<file path="src/rtl/fft_sched.sv">
// fft_sched: shares one FFT datapath between display (0) and host (1).
// Arbitrates per frame, drives the FFT request level, tags output beats
// with bin/last markers and tracks the per-frame peak magnitude.
module fft_sched #(
  parameter int unsigned RN      = 16,
  parameter int unsigned SIZE    = 1024,
  parameter int unsigned TIMEOUT = 4096,
  parameter int unsigned GAP     = 2
) (
  input  logic                    clk,
  input  logic                    n_reset,
  input  logic [1:0]              req,
  output logic [1:0]              gnt,
  output logic [1:0]              done,
  output logic                    err,
  output logic                    fft_request,
  input  logic                    fft_valid,
  input  logic [RN-1:0]           fft_data,
  output logic                    out_valid,
  output logic [RN-1:0]           out_data,
  output logic [$clog2(SIZE)-1:0] out_bin,
  output logic                    out_last,
  output logic [RN-1:0]           peak_mag,
  output logic [$clog2(SIZE)-1:0] peak_bin
);

  localparam int unsigned BW = $clog2(SIZE);
  localparam int unsigned TW = $clog2(TIMEOUT) + 1;
  localparam int unsigned GW = $clog2(GAP) + 1;

  typedef enum logic [1:0] {
    S_IDLE = 2'd0,
    S_RUN  = 2'd1,
    S_DONE = 2'd2,
    S_GAP  = 2'd3
  } state_t;

  state_t          state_q, state_d;
  logic [1:0]      gnt_q, gnt_d;
  logic            last_gnt_q, last_gnt_d;
  logic [BW-1:0]   cnt_q, cnt_d;
  logic [TW-1:0]   tmo_q, tmo_d;
  logic [GW-1:0]   gap_q, gap_d;
  logic            abort_q, abort_d;
  logic            out_valid_q, out_valid_d;
  logic [RN-1:0]   out_data_q, out_data_d;
  logic [BW-1:0]   out_bin_q, out_bin_d;
  logic            out_last_q, out_last_d;
  logic [RN-1:0]   peak_mag_q, peak_mag_d;
  logic [BW-1:0]   peak_bin_q, peak_bin_d;
  logic            pick;

  // Output decode from registered state; reset drops everything at once.
  always_comb begin
    gnt         = gnt_q;
    done        = (state_q == S_DONE) ? gnt_q : '0;
    err         = (state_q == S_DONE) && abort_q;
    fft_request = (state_q == S_RUN);
    out_valid   = out_valid_q;
    out_data    = out_data_q;
    out_bin     = out_bin_q;
    out_last    = out_last_q;
    peak_mag    = peak_mag_q;
    peak_bin    = peak_bin_q;
  end

  // Next-state, arbitration, beat tagging and peak tracking.
  always_comb begin
    state_d     = state_q;
    gnt_d       = gnt_q;
    last_gnt_d  = last_gnt_q;
    cnt_d       = cnt_q;
    tmo_d       = tmo_q;
    gap_d       = gap_q;
    abort_d     = abort_q;
    out_valid_d = 1'b0;
    out_last_d  = 1'b0;
    out_data_d  = out_data_q;
    out_bin_d   = out_bin_q;
    peak_mag_d  = peak_mag_q;
    peak_bin_d  = peak_bin_q;
    // Both pending: take the one not granted last; otherwise the sole one.
    pick        = (req == 2'b11) ? ~last_gnt_q : req[1];

    unique case (state_q)
      S_IDLE: begin
        if (|req) begin
          state_d    = S_RUN;
          gnt_d      = pick ? 2'b10 : 2'b01;
          last_gnt_d = pick;
          cnt_d      = '0;
          tmo_d      = '0;
          abort_d    = 1'b0;
          peak_mag_d = '0;
          peak_bin_d = '0;
        end
      end
      S_RUN: begin
        if (fft_valid) begin
          out_valid_d = 1'b1;
          out_data_d  = fft_data;
          out_bin_d   = cnt_q;
          out_last_d  = (cnt_q == BW'(SIZE - 1));
          cnt_d       = cnt_q + 1'b1;
          tmo_d       = '0;
          if (fft_data > peak_mag_q) begin
            peak_mag_d = fft_data;
            peak_bin_d = cnt_q;
          end
          if (cnt_q == BW'(SIZE - 1)) begin
            state_d = S_DONE;
          end
        end else if (tmo_q == TW'(TIMEOUT - 1)) begin
          state_d = S_DONE;
          abort_d = 1'b1;
        end else begin
          tmo_d = tmo_q + 1'b1;
        end
      end
      S_DONE: begin
        state_d = S_GAP;
        gnt_d   = '0;
        gap_d   = '0;
      end
      S_GAP: begin
        if (gap_q == GW'(GAP - 1)) begin
          state_d = S_IDLE;
        end else begin
          gap_d = gap_q + 1'b1;
        end
      end
      default: state_d = S_IDLE;
    endcase
  end

  // State and datapath registers.
  always_ff @(posedge clk or negedge n_reset) begin
    if (!n_reset) begin
      state_q     <= S_IDLE;
      gnt_q       <= '0;
      last_gnt_q  <= 1'b1;
      cnt_q       <= '0;
      tmo_q       <= '0;
      gap_q       <= '0;
      abort_q     <= 1'b0;
      out_valid_q <= 1'b0;
      out_data_q  <= '0;
      out_bin_q   <= '0;
      out_last_q  <= 1'b0;
      peak_mag_q  <= '0;
      peak_bin_q  <= '0;
    end else begin
      state_q     <= state_d;
      gnt_q       <= gnt_d;
      last_gnt_q  <= last_gnt_d;
      cnt_q       <= cnt_d;
      tmo_q       <= tmo_d;
      gap_q       <= gap_d;
      abort_q     <= abort_d;
      out_valid_q <= out_valid_d;
      out_data_q  <= out_data_d;
      out_bin_q   <= out_bin_d;
      out_last_q  <= out_last_d;
      peak_mag_q  <= peak_mag_d;
      peak_bin_q  <= peak_bin_d;
    end
  end

endmodule

</file>
<file path="config.mk">
export PLATFORM = sky130hd
export DESIGN_NAME = fft_sched
export DESIGN_NICKNAME = d
export VERILOG_FILES = /design/src/rtl/fft_sched.sv
export SDC_FILE = /design/constraint.sdc
export NUM_CORES = 1
export LEC_CHECK = 0
export CORE_MARGIN = 3
export CORE_UTILIZATION = 51
export CTS_CLUSTER_SIZE = 25
export DETAILED_ROUTE_END_ITERATION = 16
export GPL_ROUTABILITY_DRIVEN = 0
export PLACE_DENSITY = 0.76
export SYNTH_ARGS = -nofsm -noshare
export SYNTH_HDL_FRONTEND = slang
export SYNTH_SLANG_ARGS = --single-unit
</file>
<file path="constraint.sdc">
create_clock -name clk -period 3.4 [get_ports clk]
set_input_delay 0.34 -clock clk [delete_from_list [all_inputs] [get_ports clk]]
set_output_delay 0.34 -clock clk [all_outputs]
set_load 0.01 [all_outputs]
</file>
; Word-level counts from Yosys, hierarchy flattened
; Cells that the tools add are included.
[classes]
n_mux = 35
bitwise = 1
reduce_logical = 15
magnitude_cmp = 1
n_eq_ne = 17
n_addsub = 3
[op_table]
columns = operator, n
row1 = $mux W16, 3
row2 = $mux W10, 4
row3 = $pmux W10 S2, 2
row4 = $mux W13, 3
row5 = $pmux W16 S2, 1
row6 = $pmux W13 S2, 1
row7 = $mux W2, 9
row8 = $gt A16 B16 Y1, 1
row9 = $add A13 B1 Y13 const B, 1
row10 = $eq A13 B12 Y1 const B, 1
row11 = $reduce_and A4 Y1, 3
row12 = $add A10 B1 Y10 const B, 1
row13 = $eq A10 B10 Y1 const B, 1
row14 = $mux W1, 8
row15 = $ne A2 B2 Y1 const B, 4
row16 = $pmux W2 S2, 2
row17 = $pmux W2 S4, 1
row18 = $reduce_and A2 Y1, 4
row19 = $eq A2 B2 Y1 const B, 3
row20 = $ne A2 B1 Y1 const B, 3
row21 = $reduce_and A3 Y1, 2
row22 = $reduce_bool A2 Y1, 3
row23 = $eq A2 B1 Y1 const B, 2
row24 = $ne A3 B1 Y1 const B, 1
row25 = 8 further kinds, 8
[totals]
word_cells = 85
output_inout_bits = 60
regBits = 85
input_bits = 21

; Longest topological paths before layout
; Gate-level depths: netlist of the first run.
[logic_depth]
depth_word = 5
ltp_mapped = 11
depth_no_buf = 7

; Worst setup path before layout of the first run
; OpenSTA, ideal clock, no wires.
[synth_path]
path_kind = flip-flop to flip-flop
start = register peak_mag_q[15] (netlist: peak_mag[15])
end = register peak_bin_q[9] (netlist: peak_bin[9])
arrival_time_ns = 2.203
setup_slack_ns = 1.118
stages_incl_launch_ff = 10
required_ns = 3.321
n_path_buf = 2
synth_period_minus_slack_ns = 2.282
setup_time_ns = 0.079
cell_sequence = dfrtp_1 inv_1 ha_1 nand4_1 or4_1 a21o_1 a31oi_1 buf_6 buf_12 mux2i_1
[synth_via]
elab_chain_cells = 3
[synth_rtl]
columns = element, line_no
row1 = "start, declared", 49  ; logic [RN-1:0] peak_mag_q, peak_mag_d;
row2 = "start signal, assigned", 164  ; peak_mag_q <= peak_mag_d;
row3 = $gt A16 B16 Y1, 106  ; if (fft_data > peak_mag_q) begin
row4 = $ne A2 B1 Y1 (no source line), --
row5 = $reduce_and A4 Y1 (no source line), --
row6 = "end signal, assigned", 165  ; peak_bin_q <= peak_bin_d;
row7 = "end, declared", 50  ; logic [BW-1:0] peak_bin_q, peak_bin_d;
; Every way passes these cells.
; A chain may end at the register's enable or synchronous reset.

; Worst setup path in the final report of the first run
[layout_path]
start = input fft_data[15]
end = register peak_mag_q[1] (netlist: peak_mag[1])
[layout_via]
elab_chain_cells = 3
[layout_rtl]
columns = element, line_no
row1 = "start, declared", 18  ; input logic [RN-1:0] fft_data,
row2 = $gt A16 B16 Y1, 106
row3 = $ne A2 B1 Y1 (no source line), --
row4 = $reduce_and A4 Y1 (no source line), --
; Every way passes these cells.

==> results.py, run 1 <==
metrics = {
    "run_status": {
        "outcome": "complete, no violations",
    },
    "grt": {
        "antenna_found_initial": 0,
        "grt_use_met2_pct": 34.29,
        "grt_util_met1_pct": 26.53,
        "grt_pass1_wl_um": 15950,
        "grt_overflow": 0,
        "grt_busiest_layer": "met2",
        "track_usage_pct": 20.27,
        "grt_max_degree": 86,
        "first_global_vias": 3349,
        "met3_usage_pct": 3.643,
    },
    "sta": {
        "relSlewSlack_pct": 31.09,
        "tns_ns": 0,
        "finalSetupViolCount": 0,
        "finalHoldViolCount": 0,
        "clock.fmax_mhz": 396.4,
        "fin_crit_ns": 2.523,
        "slew_viol_final": 0,
        "rsz0062_at_grt": "false",
        "final.period_utilization_pct": 74.21,
        "fin_skew_ns": 0.006937,
        "worstMarginPinSlew_ns": 1.034,
    },
    "worst_setup_path": {
        "worstSetupPathType": "in2reg",
        "worst-path-max-fanout": 16,
        "critical_path.max_stage_delay_ns": 0.57,
        "worst_setup_path_start_kind": "input port",
        "crit_arrival_ns": 2.79,
        "cp.required_ns": 3.67,
        "crit_slowest_cell": "or4_1",
        "end_kind": "flop",
        "path_cells": "clkdlybuf4s50_1, ha_1, nand4_1, or4_1, a21o_1, a31oi_4, buf_4, mux2i_1",
        "crit_buf_inv": 2,
        "critPathTopFamily": "buffers and inverters",
    },
    "layout": {
        "final_util_pct": 65.95,
        "fill_cells": 668,
        "multiInputGateArea_um2": 1957,
        "finalNonFillerCells": 601,
        "layout_commonest_cell": "dfrtp_1",
        "drive_gt1_share_pct": 11.09,
        "register_area_um2": 2128,
        "num-nets-final": 536,
        "area_growth_pct": 24.96,
        "antennaDiodeCount": 0,
        "mostFrequentLayoutCells": "dfrtp_1 (84), clkdlybuf4s50_1 (79), nand2_1 (46)",
    },
    "logic_synthesis": {
        "synthCells": 407,
        "yosys_most_used_dff": "dfrtp_1",
        "synthesis.area_per_instance_um2": 10.66,
        "syn-cell-area_um2": 4337,
        "synthArstFlopShare_pct": 100.0,
        "ys_ff_latch": 85,
        "yosysUniqueCellTypes": 51,
        "synth-seq-area-share_pct": 49.08,
        "syn-num-nets": 452,
        "yosys_warnings": 0,
        "synth-edff-count": 0,
    },
    "clock_network": {
        "cts_resized": 0,
        "cts.sinks": 85,
        "ctsHoldBuffers": 0,
        "clockBufferDepth": 2,
        "root_buffer": "clkbuf_8",
        "h-tree-depth": 3,
        "cts_buffers": 9,
        "clkTransAtPathRegs_ns": 0.09,
        "cts_tree": "yes",
        "postCtsSetupBuffers": 0,
        "clkLatencyLatePin_ns": 0.35,
    },
    "placement": {
        "io_buffers": 80,
        "placed_cells": 585,
        "dp_hpwl_um": 6648,
    },
    "die": {
        "core-area_um2": 8217,
        "die_w_um": 98.22,
        "die-area_um2": 9646,
        "die_h_um": 98.22,
        "initial_core_util_pct": 52.78,
        "pin_count": 81,
        "rows": 33,
    },
    "power": {
        "p_per_area_nw_per_um2": 663.1,
        "leakagePower_nw": 2.457,
        "peakVddDrop_mv": 0.2576,
    },
    "detailed_routing": {
        "drt_wl_total_um": 9436,
        "drc": 0,
        "wl_per_cell_um": 15.70,
        "avgViaCountPerCell": 5.366,
        "firstDrtPassIters": 6,
        "via_count": 3225,
        "drt-initial-drc-count": 95,
        "final_antenna_net_count": 0,
    },
    "min_path": {
        "min_path_type": "in2async",
    },
    "flow_run": {
        "maxCapViolations": 0,
    },
}
[report_power, final]
| group | switching (W) | total, W | internal [W] |
|---|---|---|---|
| combinational | 0.000641 | 0.00139 | 0.000751 |
| clock | 0.000382 | 0.000726 | 0.000344 |
| sequential | 0.000200 | 0.00148 | 0.00128 |
[path summary, 6_finish.rpt]
| check | startpoint | endpoint | slack [ns] | depth (start not counted) |
|---|---|---|---|---|
| max | fft_data[15] | peak_mag[1] | 0.88 | 8 |
| min reg2reg | out_bin[1] | out_bin[1] | 0.49 | 2 |
| max in group asynchronous | n_reset | tmo_q[0] | 2.59 | 1 |
| max reg2reg | state_q[1] | state_q[1] | 0.90 | 9 |
| min in group clk | out_bin[1] | out_bin[1] | 0.49 | 2 |
| min | n_reset | out_data[3] | 0.16 | 1 |
[synth_stat cells, drive strengths merged (3+ instances only)]
master   n  area [um2]
xor2     9       78.83
and3     4       25.02
dfrtp   84        2102
nor2    30       112.6
inv     37       138.9
nor2b    4       27.53
nor4     5       31.28
nor3     5       25.02
nand2   46       172.7
a22o     3       26.28
clkbuf   4       15.01
nand2b   3       18.77
nand3    9       45.04
nand4    7       43.79
xnor2    9       78.83
a21oi   11       55.05
ha      24       300.3
mux2i   28       280.3
o21ai   11       55.05
mux2    25       281.5
and2     4       25.02
buf     10       92.59
[through the flow]
| step | worst slack, ns | area (um2) | total power [W] | hold WS [ns] |
|---|---|---|---|---|
| 2_1_floorplan | 1.118 | 4337 | 0.002233 | 0.04441 |
| 3_3_place_gp | 0.5892 | 5221 | 0.002839 | 0.4681 |
| 3_5_place_dp | 0.5178 | 5221 | 0.002893 | 0.4779 |
| 4_1_cts | 0.8715 | 5419 | 0.003626 | 0.2124 |
| 5_1_grt | 0.7036 | 5419 | 0.003816 | 0.2533 |
| 6_report | 0.8770 | 5419 | 0.003594 | 0.1645 |
[final cells by class]
class,instances,area share (%)
Clock buffer,9,2.286
Clock inverter,7,1.362
Inverter,37,2.563
Multi-Input combinational cell,269,36.11
Sequential cell,85,39.27
Tap cell,105,2.424
Timing Repair Buffer,89,15.98
[state kept, by name, indices dropped and copies added, names as in the netlist]
signal	flops
out_data	16
peak_mag	16
tmo_q	13
cnt_q	10
out_bin	10
peak_bin	10
gap_q	2
gnt	2
state_q	2
abort_q	1
last_gnt_q	1
out_last	1
out_valid	1
[metal layers]
layer	up-vias	part of all wire (%)
li1	1560	-
met1	1575	46
met5	-	0
met4	0	1.1
met3	14	4.7
met2	76	48
[kinds of logic after synthesis]
group / Yosys count / synth area share (%)
compound gates: 47 / 7.184
xor+xnor: 18 / 3.636
fa+ha+maj: 24 / 6.924
buf+inv: 53 / 6.145
flops: 85 / 49.08
mux: 53 / 12.95
simple gates: 127 / 14.08
(Power assumes the default switching activity.)
==> run 2: changes to the inputs <==
CORE_UTILIZATION = 47   (was 51)
PLACE_DENSITY = 0.74   (was 0.76)
clock period = 2.1 ns   (was 3.4 ns; I/O delays follow)
==> results.py, run 2 (same netlist as run 1, synthesis figures left out) <==
metrics = {
    "sta": {
        "finalSetupViolCount": 26,
        "rsz0062_at_grt": "true",
        "worst_slack_ns": -0.1295,
        "final.period_utilization_pct": 106.2,
        "holdWs_ns": 0.4049,
        "relSlewSlack_pct": 60.10,
        "worstMarginPinSlew_ns": 0.5985,
        "fin_skew_ns": 0.01316,
        "clock.fmax_mhz": 448.5,
        "slew_viol_final": 0,
        "fin_crit_ns": 2.230,
        "finalHoldViolCount": 0,
    },
    "layout": {
        "antennaDiodeCount": 0,
        "area_growth_pct": 39.56,
        "drive_gt1_share_pct": 24.06,
        "fin_area_um2": 6052,
        "finalNonFillerCells": 665,
        "num-nets-final": 597,
        "mostFrequentLayoutCells": "dfrtp_1 (84), clkdlybuf4s50_1 (76), buf_4 (65)",
        "layout_commonest_cell": "dfrtp_1",
    },
    "die": {
        "initial_core_util_pct": 49.01,
        "die_h_um": 102.1,
        "core-area_um2": 8848,
        "rows": 34,
        "die_w_um": 102.1,
        "pin_count": 81,
        "die-area_um2": 10420,
    },
    "detailed_routing": {
        "final_antenna_net_count": 0,
        "firstDrtPassIters": 4,
        "avgViaCountPerCell": 5.211,
        "drt_wl_total_um": 10190,
        "drc": 0,
        "via_count": 3465,
        "drt-initial-drc-count": 103,
        "wl_per_cell_um": 15.32,
    },
    "placement": {
        "placed_cells": 634,
        "io_buffers": 80,
        "placed_area_um2": 5625,
        "dp_hpwl_um": 7394,
    },
    "grt": {
        "antenna_found_initial": 0,
        "grt_max_degree": 45,
        "first_global_vias": 3509,
        "grt_overflow": 0,
        "track_usage_pct": 20.37,
        "grt_pass1_wl_um": 16690,
    },
    "worst_setup_path": {
        "crit_arrival_ns": 2.51,
        "path_cells": "inv_2, ha_4, nand4_1, or4_4, a21o_1, a31oi_4, buf_12, mux2i_2",
        "end_kind": "flop",
        "worst-path-max-fanout": 14,
        "crit_slowest_cell": "or4_4",
        "cp.required_ns": 2.38,
        "critical_path.max_stage_delay_ns": 0.50,
        "worstSetupPathType": "reg2reg",
        "worst_setup_path_start_kind": "flop",
    },
    "clock_network": {
        "clkTransAtPathRegs_ns": 0.10,
        "clockBufferDepth": 2,
        "cts_tree": "yes",
        "h-tree-depth": 3,
        "root_buffer": "clkbuf_8",
        "cts_buffers": 9,
        "clkLatencyLatePin_ns": 0.36,
        "cts.sinks": 85,
    },
    "flow_run": {
        "maxCapViolations": 0,
    },
    "power": {
        "p_per_area_nw_per_um2": 1046,
        "peakVddDrop_mv": 0.3973,
        "leakagePower_nw": 2.836,
    },
    "run_status": {
        "outcome": "finished with violations",
        "violations": "setup timing",
    },
    "min_path": {
        "min_path_type": "in2async",
    },
}
[run 2: metrics by stage]
| stage | setup slack (ns) | util [%] | total power, W | setup TNS [ns] |
|---|---|---|---|---|
| 3_5_place_dp | -0.4577 | 63.57 | 0.005009 | -10.99 |
| 4_1_cts | -0.1249 | 66.87 | 0.006321 | -2.404 |
| 6_report | -0.1295 | 68.40 | 0.006329 | -2.478 |
| 2_1_floorplan | -0.08087 | - | 0.003630 | -1.617 |
| 3_3_place_gp | -0.3727 | 63.57 | 0.004899 | -9.138 |
| 5_1_grt | -0.2146 | 68.40 | 0.006773 | -4.855 |
[run 2: final cells by class]
cell class | count | area (um2)
clock buffers | 9 | 123.9
clock inverters | 7 | 73.82
fillers | 666 | 2796
inverters | 37 | 138.9
multi-input cells | 269 | 2073
flip-flops and latches | 85 | 2128
well taps | 108 | 135.1
repair buffers | 150 | 1379
[run 2: power by group]
part / total [W] / internal, W / switching (W) / leakage (nW)
registers: 0.00234 / 0.00207 / 0.000275 / 1.03
logic: 0.00281 / 0.00159 / 0.00122 / 1.70
clock network: 0.00118 / 0.000556 / 0.000620 / 0.100
total: 0.00633 / 0.00422 / 0.00211 / 2.84
[run 2: path summary, 6_finish.rpt]
kind,startpoint,cells past startpoint,end,slack (ns)
worst max-delay path,peak_mag[14],8,peak_bin[4],-0.13
worst min-delay path,n_reset,2,peak_mag[9],0.40
worst max register to register,peak_mag[14],8,peak_bin[4],-0.13
worst min register to register,out_bin[1],2,out_bin[1],0.51
max in group asynchronous,n_reset,3,out_last,1.08
min in group clk,fft_data[0],3,peak_mag[0],0.48
[run 2: worst max-delay path, delay by kind of cell (launching register included)]
family,cells,cell delay (ns)
adders and majority gates,1,0.26
muxes,1,0.21
AOI/OAI and AO/OA,2,0.41
DFF,1,0.37
and+or+nand+nor,2,0.63
buffers and inverters,2,0.26
[run 2: timing repair]
action,4_1_cts,5_1_grt
pin swaps,0,1
gates cloned,0,0
endpoints found under the hold margin,41,0
buffers inserted,6,8
setup endpoints to repair,29,35
hold buffers,1,0
gates resized for setup,8,19
[run 2: per-layer routing]
| layer | vias to the layer above | GRT usage, % | part of all wire, % |
|---|---|---|---|
| met1 | 1687 | 26.32 | 45 |
| met4 | 0 | 6.458 | 1.1 |
| li1 | 1687 | - | - |
| met5 | - | 0 | 0 |
| met3 | 11 | 3.208 | 4.2 |
| met2 | 80 | 35.18 | 49 |
==> run 3: changes to the inputs <==
CORE_UTILIZATION = 52   (was 47)
PLACE_DENSITY = 0.78   (was 0.74)
clock period = 2.28 ns   (was 2.1 ns; I/O delays follow)
==> results.py, run 3 (same netlist as run 1, synthesis figures left out) <==
metrics = {
    "run_status": {
        "violations": "setup timing",
        "outcome": "finished with violations",
    },
    "clock_network": {
        "cts.sinks": 85,
        "clkLatencyLatePin_ns": 0.36,
        "root_buffer": "clkbuf_8",
        "h-tree-depth": 3,
        "cts_tree": "yes",
        "cts_buffers": 9,
        "clockBufferDepth": 2,
        "clkTransAtPathRegs_ns": 0.10,
    },
    "worst_setup_path": {
        "worstSetupPathType": "reg2reg",
        "cp.required_ns": 2.55,
        "crit_arrival_ns": 2.60,
        "worst_setup_path_start_kind": "flop",
        "worst-path-max-fanout": 9,
        "end_kind": "flop",
    },
    "detailed_routing": {
        "drt_wl_total_um": 10080,
        "drc": 0,
        "wl_per_cell_um": 16.20,
        "final_antenna_net_count": 0,
        "avgViaCountPerCell": 5.407,
        "via_count": 3363,
        "drt-initial-drc-count": 107,
        "firstDrtPassIters": 4,
    },
    "sta": {
        "fin_crit_ns": 2.327,
        "worstMarginPinSlew_ns": 0.5446,
        "holdWs_ns": 0.3874,
        "relSlewSlack_pct": 62.75,
        "final.period_utilization_pct": 102.0,
        "finalHoldViolCount": 0,
        "finalSetupViolCount": 8,
        "clock.fmax_mhz": 429.8,
        "slew_viol_final": 0,
        "rsz0062_at_grt": "true",
        "worst_slack_ns": -0.04673,
        "fin_skew_ns": 0.01262,
    },
    "die": {
        "core-area_um2": 7928,
        "rows": 32,
        "initial_core_util_pct": 54.70,
        "die_h_um": 97.32,
        "die-area_um2": 9471,
        "die_w_um": 97.32,
        "pin_count": 81,
    },
    "grt": {
        "grt_max_degree": 42,
        "first_global_vias": 3360,
        "grt_util_met1_pct": 28.17,
        "grt_busiest_layer": "met2",
        "grt_pass1_wl_um": 16000,
        "grt_overflow": 0,
        "met3_usage_pct": 4.020,
        "grt_use_met2_pct": 33.92,
        "antenna_found_initial": 0,
        "track_usage_pct": 20.63,
    },
    "placement": {
        "dp_slack_ns": -0.3255,
        "dp_hpwl_um": 6950,
        "io_buffers": 80,
    },
    "layout": {
        "register_area_um2": 2128,
        "drive_gt1_share_pct": 17.69,
        "area_growth_pct": 32.29,
        "fill_cells": 568,
        "final_util_pct": 72.36,
        "multiInputGateArea_um2": 2038,
        "antennaDiodeCount": 0,
        "num-nets-final": 560,
        "mostFrequentLayoutCells": "dfrtp_1 (84), clkdlybuf4s50_1 (79), nand2_1 (46)",
        "layout_commonest_cell": "dfrtp_1",
    },
    "power": {
        "power_frac_comb_pct": 42.6,
        "netSwitchingFraction_pct": 34.15,
        "p_int_w": 0.003798,
        "p_per_area_nw_per_um2": 1005,
        "pwr-share-clk_pct": 19.4,
        "leakagePower_nw": 2.590,
        "peakVddDrop_mv": 0.4013,
        "p_switching_w": 0.001970,
        "seq_power_share_pct": 38.0,
    },
    "flow_run": {
        "maxCapViolations": 0,
    },
    "min_path": {
        "min_path_type": "in2async",
    },
}
## run 3: changes by cell type in the layout (fill, tap and decap cells not counted), sizes merged
cell,change
buf,-38
clkdlybuf4s50,+3
dlymetal6s2s,-3
clkbuf,+2
inv,-1
## run 3: timing repair
item,in CTS,in global routing
resized for setup,6,9
endpoints found under the hold margin,38,0
hold buffers,1,0
cloned,0,1
pin swaps,0,7
setup buffers,0,7
endpoints found under the setup margin,23,31
## run 3: final cells by class
cell class                      instances  share of cell area [%]
Inverter                               37                   2.421
Multi-Input combinational cell        269                   35.53
Clock inverter                          6                   1.243
Sequential cell                        85                   37.10
Timing Repair Buffer                  113                   19.08
Tap cell                              102                   2.225
Clock buffer                           10                   2.399
## run 3: power by group through the flow
stage	Clock, W	Sequential [W]	Combinational (W)
floorplan	0	0.00233	0.00100
global placement	0	0.00221	0.00211
detailed placement	0	0.00222	0.00218
CTS	0.00114	0.00219	0.00224
global route	0.00121	0.00224	0.00267
finish	0.00112	0.00219	0.00246
## run 3: stage by stage
step                      power, W  area, um2  TNS [ns]  std cells
after floorplan           0.003331       4337         0        407
after global placement    0.004315       5355    -6.701        597
after detailed placement  0.004403       5355    -7.893        597
after CTS                 0.005563       5615  -0.01709        614
after global routing      0.006122       5737    -2.749        622
final                     0.005768       5737   -0.1113        622
## run 3: metal layers
layer | vias up | wire length (um)
met3 | 9 | 489
met5 | - | 0
met4 | 0 | 88
li1 | 1619 | -
met2 | 99 | 5084
met1 | 1636 | 4414
## run 3: worst paths after layout
| path | start | endpoint | slack [ns] | cells past startpoint |
|---|---|---|---|---|
| hold / removal | n_reset | out_data[10] | 0.39 | 2 |
| max in group asynchronous | n_reset | cnt_q[9] | 1.27 | 3 |
| min in group clk | out_bin[1] | out_bin[1] | 0.50 | 2 |
| setup reg to reg | peak_mag[14] | peak_mag[6] | -0.05 | 8 |
| hold reg to reg | out_bin[1] | out_bin[1] | 0.50 | 2 |
| setup / recovery | peak_mag[14] | peak_mag[6] | -0.05 | 8 |
## run 3: critical path: stages (launching register included)
cell       delay, ns
dfrtp_1         0.37
inv_2           0.06
ha_4            0.26
nand4_1         0.14
or4_4           0.51
a21o_1          0.20
a31oi_4         0.25
clkbuf_16       0.23
mux2i_1         0.21
